===== config.mk =====
export PLATFORM = sky130hd
export DESIGN_NAME = seg_scan_mux
export DESIGN_NICKNAME = d
export VERILOG_FILES = /design/src/rtl/seg_scan_mux.sv
export SDC_FILE = /design/constraint.sdc
export NUM_CORES = 1
export LEC_CHECK = 0
export CAP_MARGIN = 10
export CORE_MARGIN = 4
export CORE_UTILIZATION = 40
export CTS_CLUSTER_DIAMETER = 30
export DETAILED_ROUTE_END_ITERATION = 8
export PLACE_DENSITY_LB_ADDON = 0.05
export SETUP_SLACK_MARGIN = 0.02
export SYNTH_ARGS = -nofsm -noshare
export SYNTH_HDL_FRONTEND = slang
export SYNTH_HIERARCHICAL = 1
export SYNTH_SLANG_ARGS = --single-unit

===== constraint.sdc =====
create_clock -name clk -period 8.1 [get_ports clk]
set_clock_uncertainty 0.15 [all_clocks]
set_input_delay 1.62 -clock clk [delete_from_list [all_inputs] [get_ports clk]]
set_output_delay 1.62 -clock clk [all_outputs]
set_load 0.1 [all_outputs]

===== src/rtl/seg_scan_mux.sv =====
// Time-multiplexed 3-digit seven-segment driver: scans ones/tens/hundreds onto a shared
// segment bus with an all-off gap between digits and optional leading-zero blanking.
module seg_scan_mux #(
  parameter int          DWELL_CYC   = 1000,
  parameter int          BLANK_CYC   = 50,
  parameter int          SEG_ACT_LOW = 1,
  parameter int          DIG_ACT_LOW = 1,
  parameter int          LZB_EN      = 1,
  parameter logic [7:0]  ZERO_PAT    = 8'hC0
) (
  input  logic       clk,
  input  logic       rst,
  input  logic       en,
  input  logic [7:0] seg0,
  input  logic [7:0] seg1,
  input  logic [7:0] seg2,
  output logic [7:0] seg_out,
  output logic [2:0] dig_sel,
  output logic       frame_start
);

  localparam int MAX_CYC = (DWELL_CYC > BLANK_CYC) ? DWELL_CYC : BLANK_CYC;
  localparam int CW      = $clog2(MAX_CYC + 1);

  localparam logic [2:0] S_IDLE = 3'd0;
  localparam logic [2:0] S_ON0  = 3'd1;
  localparam logic [2:0] S_BLK0 = 3'd2;
  localparam logic [2:0] S_ON1  = 3'd3;
  localparam logic [2:0] S_BLK1 = 3'd4;
  localparam logic [2:0] S_ON2  = 3'd5;
  localparam logic [2:0] S_BLK2 = 3'd6;

  localparam logic [7:0]    SEG_OFF    = (SEG_ACT_LOW != 0) ? 8'hFF : 8'h00;
  localparam logic [2:0]    DIG_OFF    = (DIG_ACT_LOW != 0) ? 3'b111 : 3'b000;
  localparam logic          NO_GAP     = (BLANK_CYC <= 0);
  localparam logic [CW-1:0] DWELL_LAST = CW'(DWELL_CYC - 1);
  localparam logic [CW-1:0] BLANK_LAST = CW'((BLANK_CYC > 0) ? (BLANK_CYC - 1) : 0);
  localparam logic [CW-1:0] CNT_ONE    = CW'(1);

  logic [2:0]    state_r;
  logic [2:0]    state_s;
  logic [CW-1:0] cnt_r;
  logic [CW-1:0] cnt_s;
  logic          enter_s;
  logic [7:0]    snap0_r;
  logic [7:0]    snap1_r;
  logic [7:0]    snap2_r;
  logic          blank1_r;
  logic          blank2_r;
  logic          lzb1_s;
  logic          lzb2_s;
  logic [7:0]    seg_s;
  logic [2:0]    dig_s;

  function automatic logic [2:0] dig_on(input logic [1:0] idx);
    logic [2:0] onehot;
    onehot = 3'b001 << idx;
    return (DIG_ACT_LOW != 0) ? ~onehot : onehot;
  endfunction

  // Next-state: dwell/gap timing per state; dropping en aborts to IDLE from anywhere
  always_comb begin
    state_s = state_r;
    if (!en) begin
      state_s = S_IDLE;
    end else begin
      case (state_r)
        S_IDLE: state_s = S_ON0;
        S_ON0:  if (cnt_r == DWELL_LAST) state_s = NO_GAP ? S_ON1 : S_BLK0; else state_s = S_ON0;
        S_BLK0: if (cnt_r == BLANK_LAST) state_s = S_ON1;                   else state_s = S_BLK0;
        S_ON1:  if (cnt_r == DWELL_LAST) state_s = NO_GAP ? S_ON2 : S_BLK1; else state_s = S_ON1;
        S_BLK1: if (cnt_r == BLANK_LAST) state_s = S_ON2;                   else state_s = S_BLK1;
        S_ON2:  if (cnt_r == DWELL_LAST) state_s = NO_GAP ? S_ON0 : S_BLK2; else state_s = S_ON2;
        S_BLK2: if (cnt_r == BLANK_LAST) state_s = S_ON0;                   else state_s = S_BLK2;
        default: state_s = S_IDLE;
      endcase
    end
  end

  // Counter restarts on every state change; blanking flags are derived from the incoming snapshot
  always_comb begin
    enter_s = (state_s == S_ON0) && (state_r != S_ON0);
    if ((state_s != state_r) || (state_s == S_IDLE)) begin
      cnt_s = '0;
    end else begin
      cnt_s = cnt_r + CNT_ONE;
    end
    lzb2_s = (LZB_EN != 0) && (seg2 == ZERO_PAT);
    lzb1_s = lzb2_s && (seg1 == ZERO_PAT);
  end

  // Output decode for the state being entered; ON0 entry takes seg0 straight from the input
  always_comb begin
    seg_s = SEG_OFF;
    dig_s = DIG_OFF;
    case (state_s)
      S_ON0: begin
        seg_s = enter_s ? seg0 : snap0_r;
        dig_s = dig_on(2'd0);
      end
      S_ON1: begin
        if (blank1_r) begin
          seg_s = SEG_OFF;
          dig_s = DIG_OFF;
        end else begin
          seg_s = snap1_r;
          dig_s = dig_on(2'd1);
        end
      end
      S_ON2: begin
        if (blank2_r) begin
          seg_s = SEG_OFF;
          dig_s = DIG_OFF;
        end else begin
          seg_s = snap2_r;
          dig_s = dig_on(2'd2);
        end
      end
      default: begin
        seg_s = SEG_OFF;
        dig_s = DIG_OFF;
      end
    endcase
  end

  // State and dwell counter
  always_ff @(posedge clk or posedge rst) begin
    if (rst) begin
      state_r <= S_IDLE;
      cnt_r   <= '0;
    end else begin
      state_r <= state_s;
      cnt_r   <= cnt_s;
    end
  end

  // Frame snapshot: captured only on ON0 entry so a frame never mixes two counter values
  always_ff @(posedge clk or posedge rst) begin
    if (rst) begin
      snap0_r  <= SEG_OFF;
      snap1_r  <= SEG_OFF;
      snap2_r  <= SEG_OFF;
      blank1_r <= 1'b0;
      blank2_r <= 1'b0;
    end else if (enter_s) begin
      snap0_r  <= seg0;
      snap1_r  <= seg1;
      snap2_r  <= seg2;
      blank1_r <= lzb1_s;
      blank2_r <= lzb2_s;
    end else begin
      snap0_r  <= snap0_r;
      snap1_r  <= snap1_r;
      snap2_r  <= snap2_r;
      blank1_r <= blank1_r;
      blank2_r <= blank2_r;
    end
  end

  // Registered display outputs
  always_ff @(posedge clk or posedge rst) begin
    if (rst) begin
      seg_out     <= SEG_OFF;
      dig_sel     <= DIG_OFF;
      frame_start <= 1'b0;
    end else begin
      seg_out     <= seg_s;
      dig_sel     <= dig_s;
      frame_start <= enter_s;
    end
  end

  seg_scan_mux_chk #(
    .SEG_ACT_LOW(SEG_ACT_LOW),
    .DIG_ACT_LOW(DIG_ACT_LOW)
  ) u_chk (
    .clk    (clk),
    .rst    (rst),
    .seg_out(seg_out),
    .dig_sel(dig_sel)
  );

endmodule

// Display-safety properties: one digit at most, and a dark bus whenever no digit is selected.
module seg_scan_mux_chk #(
  parameter int SEG_ACT_LOW = 1,
  parameter int DIG_ACT_LOW = 1
) (
  input logic       clk,
  input logic       rst,
  input logic [7:0] seg_out,
  input logic [2:0] dig_sel
);

  localparam logic [7:0] SEG_OFF = (SEG_ACT_LOW != 0) ? 8'hFF : 8'h00;

  logic [2:0] dig_act;
  assign dig_act = (DIG_ACT_LOW != 0) ? ~dig_sel : dig_sel;

  a_one_digit: assert property (@(posedge clk) disable iff (rst) $countones(dig_act) <= 1);
  a_dark_bus:  assert property (@(posedge clk) disable iff (rst) (dig_act == 3'b000) |-> (seg_out == SEG_OFF));

endmodule

-- Yosys cells after proc, flatten, opt, wreduce, memory -nomap -nowiden
Cells that the tools add are included.
W data, S select, Z words.
- $add $sub $neg: 1
- equality and inequality tests: 15
- muxes and demuxes: 16
- reduce and logical (&&, ||, !) cells: 5
- operators with widths (cell ; count):
    $mux W8 ; 3
    $pmux W8 S3 ; 1
    $pmux W3 S7 ; 1
    $eq A8 B8 Y1 const B ; 2
    $eq A3 B3 Y1 const B ; 4
    $mux W3 ; 4
    $add A10 B1 Y10 const B ; 1
    $eq A10 B10 Y1 const B ; 1
    $eq A10 B6 Y1 const B ; 1
    $mux W10 ; 1
    $eq A3 B2 Y1 const B ; 3
    $pmux W3 S3 ; 1
    $eq A3 B1 Y1 const B ; 2
    $logic_not A3 Y1 ; 2
    $mux W2 ; 3
    $ne A3 B1 Y1 const B ; 1
    $ne A3 B3 Y1 ; 1
    $logic_and A1 B1 Y1 ; 2
    $mux W1 ; 2
    $logic_or A1 B1 Y1 ; 1
- register bits after elaboration: 51
- input port bits: 27
- output and inout port bits: 12
- word-level logic and storage cells: 47

-- Logic depth before layout (Yosys ltp)
Gate-level depths: netlist of the first run.
- depth in word-level cells: 8
- gate-level depth with buffers: 8
- mapped depth without buffers: 6

-- Worst setup path after synthesis of the first run
OpenSTA, ideal clock, no wires.
- path type: input -> register
- start point: input en
- end point: register snap0_r[1]
- setup time: 0.082 ns
- arrival time: 2.923 ns
- data required time: 7.868 ns
- slack: 4.945 ns
- stages: 7
- path buffers: 4
- cell sequence: clkbuf_1 -> nor2b_1 -> buf_1 -> and2_1 -> buf_6 -> buf_12 -> mux2_4
- cells in the longest elaborated chain, start to end: 4
- ends and longest elaborated chain (what ; line ; source):
    start: declaration ; 13 ; input logic en,
    $mux W3 ; 64 ; if (!en) begin
    $eq A3 B1 Y1 ; 82 ; enter_s = (state_s == S_ON0) && (state_r != S_ON0);
    $logic_and A1 B1 Y1 ; 82 ;
    $mux W8 ; n/a ;
    end signal: assignment ; 146 ; snap0_r <= seg0;
    end signal: assignment ; 152 ; snap0_r <= snap0_r;
    end: declaration ; 45 ; logic [7:0] snap0_r;
No other way between the ends.
A chain may end at the register's enable or synchronous reset.

-- Final worst setup path of the first run
- start point: input en
- end point: register blank2_r
- cells in the longest elaborated chain, start to end: 3
- ends and longest elaborated chain (what ; line ; source):
    $mux W3 ; 64 ;
    $eq A3 B1 Y1 ; 82 ;
    $logic_and A1 B1 Y1 ; 82 ;
    end signal: assignment ; 150 ; blank2_r <= lzb2_s;
    end signal: assignment ; 156 ; blank2_r <= blank2_r;
    end: declaration ; 49 ; logic blank2_r;
No other way between the ends.

==> results of run 1 <==
[worst max-delay path, stage by stage]
cell             delay [ps]
clkdlybuf4s50_1         790
nor2b_1                 570
and2_1                  400
buf_4                   410
mux2_2                  370
[state kept, by name, summed over array words and instances, names as in the netlist]
register,cells
seg_out,8
cnt_r,10
frame_start,1
blank1_r,1
snap2_r,8
snap1_r,8
dig_sel,3
state_r,3
blank2_r,1
snap0_r,8
[worst min path at each step]
stage | endpoint | slack [ps] | cells past startpoint
2_1_floorplan | cnt_r[9] | 360 | 2
3_3_place_gp | cnt_r[9] | 390 | 2
3_5_place_dp | cnt_r[8] | 400 | 2
4_1_cts | cnt_r[8] | 420 | 2
5_1_grt | cnt_r[0] | 450 | 1
6_report | cnt_r[8] | 420 | 2
[cells in the final DEF (no fill, tap or decap), types with 6 or more instances in the layout]
| cell type | instances |
|---|---|
| nand4_1 | 6 |
| mux2_2 | 7 |
| a32oi_1 | 8 |
| clkbuf_8 | 6 |
| dfrtp_1 | 16 |
| o22ai_1 | 8 |
| clkdlybuf4s50_1 | 38 |
| nor2_1 | 30 |
| o2111ai_1 | 8 |
| nand3_1 | 11 |
| dfstp_2 | 35 |
| xor2_1 | 7 |
| mux2_4 | 18 |
[where the power goes]
group | internal [mW] | leakage, nW | switching [mW] | total, mW
Clock | 0.0877 | 0.0594 | 0.0851 | 0.173
Combinational | 0.0496 | 0.588 | 0.0597 | 0.109
Sequential | 0.294 | 0.587 | 0.0141 | 0.308
[per-stage QoR]
stage                     area [um2]  std cells  utilization (%)  total power, mW  hold WS, ps
after floorplan                 2590        219                -            0.389          360
after global placement          2990        322             47.4            0.422          387
after detailed placement        2990        322             47.4            0.423          397
after CTS                       3100        330             49.1            0.598          424
after global routing            3100        330             49.1            0.616          449
final                           3100        330             49.1            0.590          422
[cells by family after synthesis]
logic type               after synthesis  synth area share [%]
AO/OA/AOI/OAI                         39                  12.8
XOR/XNOR                               8                  2.71
adder cells (fa/ha/maj)                2                 0.966
buffers and inverters                 19                  4.35
flip-flops                            51                  51.0
multiplexers                          25                  13.5
AND/OR/NAND/NOR                       75                  14.7
[cell type report]
| type | instances | area share [%] |
|---|---|---|
| tap | 77 | 3.10 |
| clock buffer | 7 | 3.47 |
| timing repair buffer | 41 | 13.0 |
| multi-input combinational | 149 | 37.3 |
| sequential | 51 | 42.5 |
| clock inverter | 1 | 0.161 |
| inverter | 4 | 0.484 |
[layer usage]
metal  share of wire (%)  up-vias  wire (um)
met2                  45       52       2480
met4                 1.6        0         87
li1                    -      876          -
met1                  49      875       2720
met5                   0        -          0
met3                 4.7        7        258
==> flow_metrics.tcl, run 1 <==
set metrics [dict create \
    outcome "complete, no violations" \
    fmax_mhz 242 \
    cts_buffers 5 \
    hp-start "cnt_r[8]" \
    grtUsageMet1_pct 21.0 \
    rows 29 \
    drc 0 \
    busiest_layer "met2" \
    clk_path_buf_depth 2 \
    relSlewSlack_pct 34.5 \
    place.gp.congestion 0.743 \
    start_util_pct 41.0 \
    crit_fanout 22 \
    synth_area_leader_cell "dfstp_2" \
    met3_usage_pct 2.42 \
    timing.rr.start "cnt_r[2]" \
    n_antenna_cell 0 \
    drive_gt1_share_pct 31.2 \
    wl_per_cell_um 16.8 \
    synthDistinctLibCells 45 \
    synth_common_cells "35 x dfstp_2, 30 x nor2_1, 18 x mux2_4" \
    avgSynthCellArea_um2 11.8 \
    ant_nets 0 \
    synth_top_cell_area_share_pct 35.5 \
    placeableCoreArea_um2 6310 \
    hold_path_class "register to register" \
    hpwl_um 4050 \
    setup_viol 0 \
    area_growth_pct 19.9 \
    slew_viol_final 0 \
    syn-cell-area_um2 2590 \
    tns_ps 0 \
    cp_data_required_time_ps 8150 \
    synth_most_common_cell "dfstp_2" \
    gr-usage-all-layers_pct 15.0 \
    cts-htree-levels 2 \
    drv_cap 0 \
    io-pin-count 39 \
    antenna_found_initial 0 \
    wl_um 5540 \
    yosys_warnings 6 \
    insertion_delay_ps 300 \
    startpoint "en" \
    startpoint_type "input pin" \
    synth_flop_cell "dfstp_2" \
    drt_first_pass_iters 4 \
    hold_viol_final 0 \
    ys_seq_elements 51 \
    synth-async-reset-ratio_pct 100 \
    period_share_pct 51.0 \
    post_cts_buffers 0 \
    clockRootBuffer "clkbuf_8" \
    die_area_um2 7820 \
    cts_resized 0 \
    final.min_clock_period_ps 4130 \
    timing.rr.end "blank2_r" \
    multi_input_area_um2 1160 \
    post-place-ws_ps 3660 \
    tritoncts "built" \
    rr_worst_depth 5 \
    synth.area.top_cells "dfstp_2 36%, dfrtp_1 15%, mux2_4 10%" \
    powerDensity_nw_per_um2 190 \
    grt_setup_unrepaired "false" \
    peakVddDrop_uv 89.3 \
    path_class "input pin to register" \
    cp_data_arrival_time_ps 4180 \
    die_h_um 88.4 \
    port_buffers 38 \
    worst_pin_slew_ps 980 \
    grt_pass1_wl_um 9040 \
    fill_cells 597 \
    ff2ff_setup_slack_ps 4840 \
    p_leak_nw 1.23 \
    postSynthCellCount 219 \
    cp-end-kind "register" \
    grt-ovfl-total 0 \
    grt_pass1_vias 1736 \
    routed_via_density 5.48 \
    cts_sinks 51 \
    synth-edff-count 0 \
    fp.dieW_um 88.4 \
    yosysSeqAreaShare_pct 51.0 \
    fin_nets 281 \
    seq_area_um2 1320 \
    fin_ws_ps 3970 \
    cp-endpoint "blank2_r" \
    cts_hold_buf 0 \
    use_met2_pct 23.4 \
    vias 1810 \
    grt_start_max_net_pins 52 \
    clk_pin_slew_worst_paths_ps 90 \
    syn_nets 248 \
    drt_iter0_markers 66 \
]
No activity file was read; power rests on OpenSTA's default activity.
==> inputs of run 2 (changes only) <==
==> constraint.sdc (replaced) <==
create_clock -name clk -period 4.22 [get_ports clk]
set_clock_uncertainty 0.15 [all_clocks]
set_input_delay 0.844 -clock clk [delete_from_list [all_inputs] [get_ports clk]]
set_output_delay 0.844 -clock clk [all_outputs]
set_load 0.1 [all_outputs]
==> run 2 against run 1 <==
Setup slack lost 3000 ps. Combinational power up 94%. Total power increased by 84%. Critical path depth unchanged. Sequential power grew 92%. Die area unchanged. Sequential share of layout area about the same. Cell area hardly changed.
==> flow_metrics.tcl, run 2 (synthesized netlist as in run 1, its figures left out) <==
set metrics [dict create \
    top_register "cnt_r" \
    peakVddDrop_uv 193 \
    p_sw_share_pct 28.2 \
    clockRootBuffer "clkbuf_8" \
    hold_path_class "register to register" \
    hpwl_um 4000 \
    powerDensity_nw_per_um2 349 \
    hold_viol_final 0 \
    final.min_clock_period_ps 3270 \
    p_leak_nw 1.24 \
    largest_reg_flops 10 \
    wl_per_cell_um 16.4 \
    n_antenna_cell 0 \
    drt_iter0_markers 111 \
    crit_fanout 20 \
    path_class "register to register" \
    tns_ps 0 \
    drt_first_pass_iters 4 \
    critPathMaxStageDelay_ps 690 \
    clockPowerShare_pct 25.9 \
    start_util_pct 41.0 \
    placed_cell_area_um2 3020 \
    crit_chain "or4_1 > o41ai_4 > and2_1 > buf_12 > mux2_2" \
    place.gp.congestion 0.777 \
    drive_gt1_share_pct 31.8 \
    rows 29 \
    io-pin-count 39 \
    grt_setup_unrepaired "false" \
    fp.dieW_um 88.4 \
    cts_resized 0 \
    die_area_um2 7820 \
    relSlewSlack_pct 35.2 \
    comb_power_share_pct 19.6 \
    final_cell_mix "38 x clkdlybuf4s50_1, 35 x dfstp_2, 30 x nor2_1" \
    fin_ws_ps 951 \
    die_h_um 88.4 \
    cpMaxStageDelayCell "o41ai_4" \
    layout_commonest_cell "clkdlybuf4s50_1" \
    grt_pass1_vias 1784 \
    port_buffers 38 \
    slew_viol_final 0 \
    vias 1802 \
    p_int_mw 0.779 \
    startpoint_type "register" \
    insertion_delay_ps 310 \
    fmax_mhz 306 \
    tritoncts "built" \
    p_switching_mw 0.306 \
    dp_cells 324 \
    grt_pass1_wl_um 9110 \
    post_cts_buffers 0 \
    outcome "complete, no violations" \
    clk_path_buf_depth 2 \
    drv_cap 0 \
    drc 0 \
    post-place-ws_ps 989 \
    power_mw 1.09 \
    grt-ovfl-total 0 \
    fin_nets 283 \
    routed_via_density 5.43 \
    cts-htree-levels 2 \
    cp_data_arrival_time_ps 3320 \
    cts_sinks 51 \
    cp-end-kind "register" \
    pwr-share-seq_pct 54.5 \
    placeableCoreArea_um2 6310 \
    gr-usage-all-layers_pct 15.0 \
    wl_um 5450 \
    area_growth_pct 20.0 \
    cp_data_required_time_ps 4270 \
    setup_viol 0 \
    period_share_pct 77.5 \
    grt_start_max_net_pins 35 \
    clk_pin_slew_worst_paths_ps 90 \
    fin_area_um2 3110 \
    worst_pin_slew_ps 968 \
    cts_buffers 5 \
    antenna_found_initial 0 \
    instances_no_fill 332 \
    ant_nets 0 \
    cts_hold_buf 0 \
]
==> run 2: changes by cell type in the layout (fill, tap and decap cells not counted) <==
cell | before | now
inv_6 | 0 | 1
clkinv_2 | 1 | 2
clkbuf_16 | 1 | 0
buf_12 | 0 | 1
buf_4 | 3 | 4
clkbuf_8 | 6 | 5
==> run 2: stage by stage <==
step	util [%]	hold slack, ps
final	49.2	422
after global routing	49.2	479
after CTS	49.2	426
after detailed placement	47.8	405
after global placement	47.8	398
after floorplan	-	360
==> run 2: final cells by class <==
class	count	area, um2
inverters	4	15.0
clock inverters	3	18.8
multi-input cells	149	1160
well taps	77	96.3
fillers	589	3210
flip-flops and latches	51	1320
clock buffers	5	68.8
repair buffers	43	430
==> run 2: worst paths after layout <==
kind	start	to	slack, ps	depth (start not counted)
max	cnt_r[2]	blank2_r	950	5
min	cnt_r[9]	cnt_r[9]	420	2
max reg2reg	cnt_r[2]	blank2_r	950	5
min reg2reg	cnt_r[9]	cnt_r[9]	420	2
max in group asynchronous	rst	snap0_r[3]	2330	3
min in group asynchronous	rst	blank2_r	820	2
==> run 2: critical path: cells and delay by family (launching register included) <==
kind                   cells  cell delay, ps
AND/OR/NAND/NOR            2            1270
AO/OA/AOI/OAI              1             690
flip-flops                 1             440
multiplexers               1             340
buffers and inverters      1             260
==> run 2: power by group through the flow <==
stage	Sequential, mW	Combinational, mW	Clock [mW]
after floorplan	0.646	0.101	0
final	0.592	0.212	0.281
after CTS	0.592	0.215	0.295
after detailed placement	0.600	0.215	0
after global routing	0.597	0.228	0.319
after global placement	0.602	0.213	0
==> run 2: per-layer routing <==
| layer | routed length (um) | vias up | GRT usage (%) |
|---|---|---|---|
| met5 | 0 | - | 0 |
| met4 | 78 | 0 | 4.53 |
| met3 | 272 | 7 | 2.23 |
| met2 | 2340 | 57 | 22.1 |
| met1 | 2760 | 858 | 22.6 |
| li1 | - | 880 | - |
==> inputs of run 3 (changes only) <==
==> constraint.sdc (replaced) <==
create_clock -name clk -period 3 [get_ports clk]
set_clock_uncertainty 0.15 [all_clocks]
set_input_delay 0.6 -clock clk [delete_from_list [all_inputs] [get_ports clk]]
set_output_delay 0.6 -clock clk [all_outputs]
set_load 0.1 [all_outputs]
==> run 3 against run 2 <==
Sequential cell count unchanged. Fmax rose by 26%. Critical path type unchanged. Final cell count increased by 1.5%. Total power rose by 40%. Sequential share of layout area rose by 0.12 points. Sequential power grew 40%. Critical path depth stayed put. Hold slack gained 8.0 ps. Global-route usage up 0.55 points. Via count up 1.6%. Combinational power grew 40%. Register-to-register slack worse by 550 ps. Critical endpoint unchanged.
==> flow_metrics.tcl, run 3 (synthesized netlist as in run 1, its figures left out) <==
set metrics [dict create \
    outcome "complete, no violations" \
    drv_cap 0 \
    multi_input_area_um2 1160 \
    cp_data_required_time_ps 3050 \
    port_buffers 38 \
    layout_commonest_cell "dfstp_2" \
    fin_ws_ps 400 \
    rows 29 \
    period_share_pct 86.7 \
    wl_per_cell_um 16.8 \
    cts_hold_buf 0 \
    tns_ps 0 \
    grt_setup_unrepaired "false" \
    path_class "register to register" \
    cts_sinks 51 \
    fp.dieW_um 88.4 \
    clockRootBuffer "clkbuf_8" \
    slew_viol_final 0 \
    die_area_um2 7820 \
    startpoint_type "register" \
    fin_nets 288 \
    antenna_found_initial 0 \
    final.min_clock_period_ps 2600 \
    grt-ovfl-total 0 \
    powerDensity_nw_per_um2 491 \
    setup_viol 0 \
    p_leak_nw 1.26 \
    io-pin-count 39 \
    drive_gt1_share_pct 37.3 \
    die_h_um 88.4 \
    drc 0 \
    area_growth_pct 19.6 \
    grt_pass1_vias 1815 \
    post-place-ws_ps 394 \
    final_cell_mix "35 x dfstp_2, 30 x nor2_1, 26 x clkdlybuf4s50_1" \
    fmax_mhz 385 \
    drt_iter0_markers 88 \
    cp-end-kind "register" \
    power_mw 1.52 \
    peakVddDrop_uv 288 \
    top_register "cnt_r" \
    cts_resized 0 \
    post_cts_buffers 0 \
    wl_um 5660 \
    seq_area_um2 1320 \
    ant_nets 0 \
    relSlewSlack_pct 53.2 \
    clk_pin_slew_worst_paths_ps 100 \
    hold_path_class "register to register" \
    start_util_pct 41.0 \
    cts-htree-levels 2 \
    insertion_delay_ps 300 \
    largest_reg_flops 10 \
    n_antenna_cell 0 \
    crit_fanout 18 \
    hpwl_um 4030 \
    clk_path_buf_depth 2 \
    hold_viol_final 0 \
    place.gp.congestion 0.796 \
    placeableCoreArea_um2 6310 \
    fill_cells 599 \
    cp_data_arrival_time_ps 2650 \
    grt_start_max_net_pins 23 \
    cts_buffers 5 \
    tritoncts "built" \
    routed_via_density 5.43 \
    drt_first_pass_iters 5 \
    gr-usage-all-layers_pct 15.5 \
    worst_pin_slew_ps 697 \
    vias 1831 \
    grt_pass1_wl_um 9400 \
]
run 3: changes by cell type in the layout (fill, tap and decap cells not counted), sizes merged:
cell           change
clkbuf             +1
clkdlybuf4s50     -12
buf               +17
clkinv             -1
run 3: per-stage QoR:
stage / util (%) / instances / instance area [um2] / hold slack [ps]
2_1_floorplan: - / 219 / 2590 / 360
3_3_place_gp: 47.7 / 329 / 3010 / 396
3_5_place_dp: 47.7 / 329 / 3010 / 395
4_1_cts: 49.0 / 337 / 3100 / 431
5_1_grt: 49.0 / 337 / 3100 / 460
6_report: 49.0 / 337 / 3100 / 430
run 3: where the power goes:
part	internal, mW	total, mW	switching, mW
logic	0.135	0.296	0.161
clock network	0.164	0.395	0.230
registers	0.793	0.831	0.0373
run 3: metal layers:
metal | share of wire [%] | vias up | GRT usage (%)
met4 | 0.94 | 0 | 3.71
met3 | 5.4 | 4 | 3.54
li1 | - | 890 | -
met1 | 51 | 884 | 22.9
met2 | 43 | 53 | 23.1
met5 | 0 | - | 0
run 3: area by class of cell:
type,instances,area share (%)
sequential,51,42.6
inverter,4,0.485
clock inverter,2,0.364
timing repair buffer,48,13.7
multi-input combinational,149,37.3
tap,77,3.11
clock buffer,6,2.34
run 3: path summary, 6_finish.rpt:
check | slack [ps] | to | cells past startpoint | startpoint
max in group asynchronous | 1560 | snap2_r[1] | 3 | rst
worst max register to register | 400 | blank2_r | 5 | cnt_r[2]
worst min-delay path | 430 | cnt_r[8] | 2 | cnt_r[8]
min in group asynchronous | 480 | blank2_r | 2 | rst
worst min register to register | 430 | cnt_r[8] | 2 | cnt_r[8]
worst max-delay path | 400 | blank2_r | 5 | cnt_r[2]
run 3: critical path: stages, from the launching register on:
cell and delay (ps):
dfrtp_1 440, or4_1 670, o41ai_4 380, and2_1 190
buf_4 300, mux2_2 370
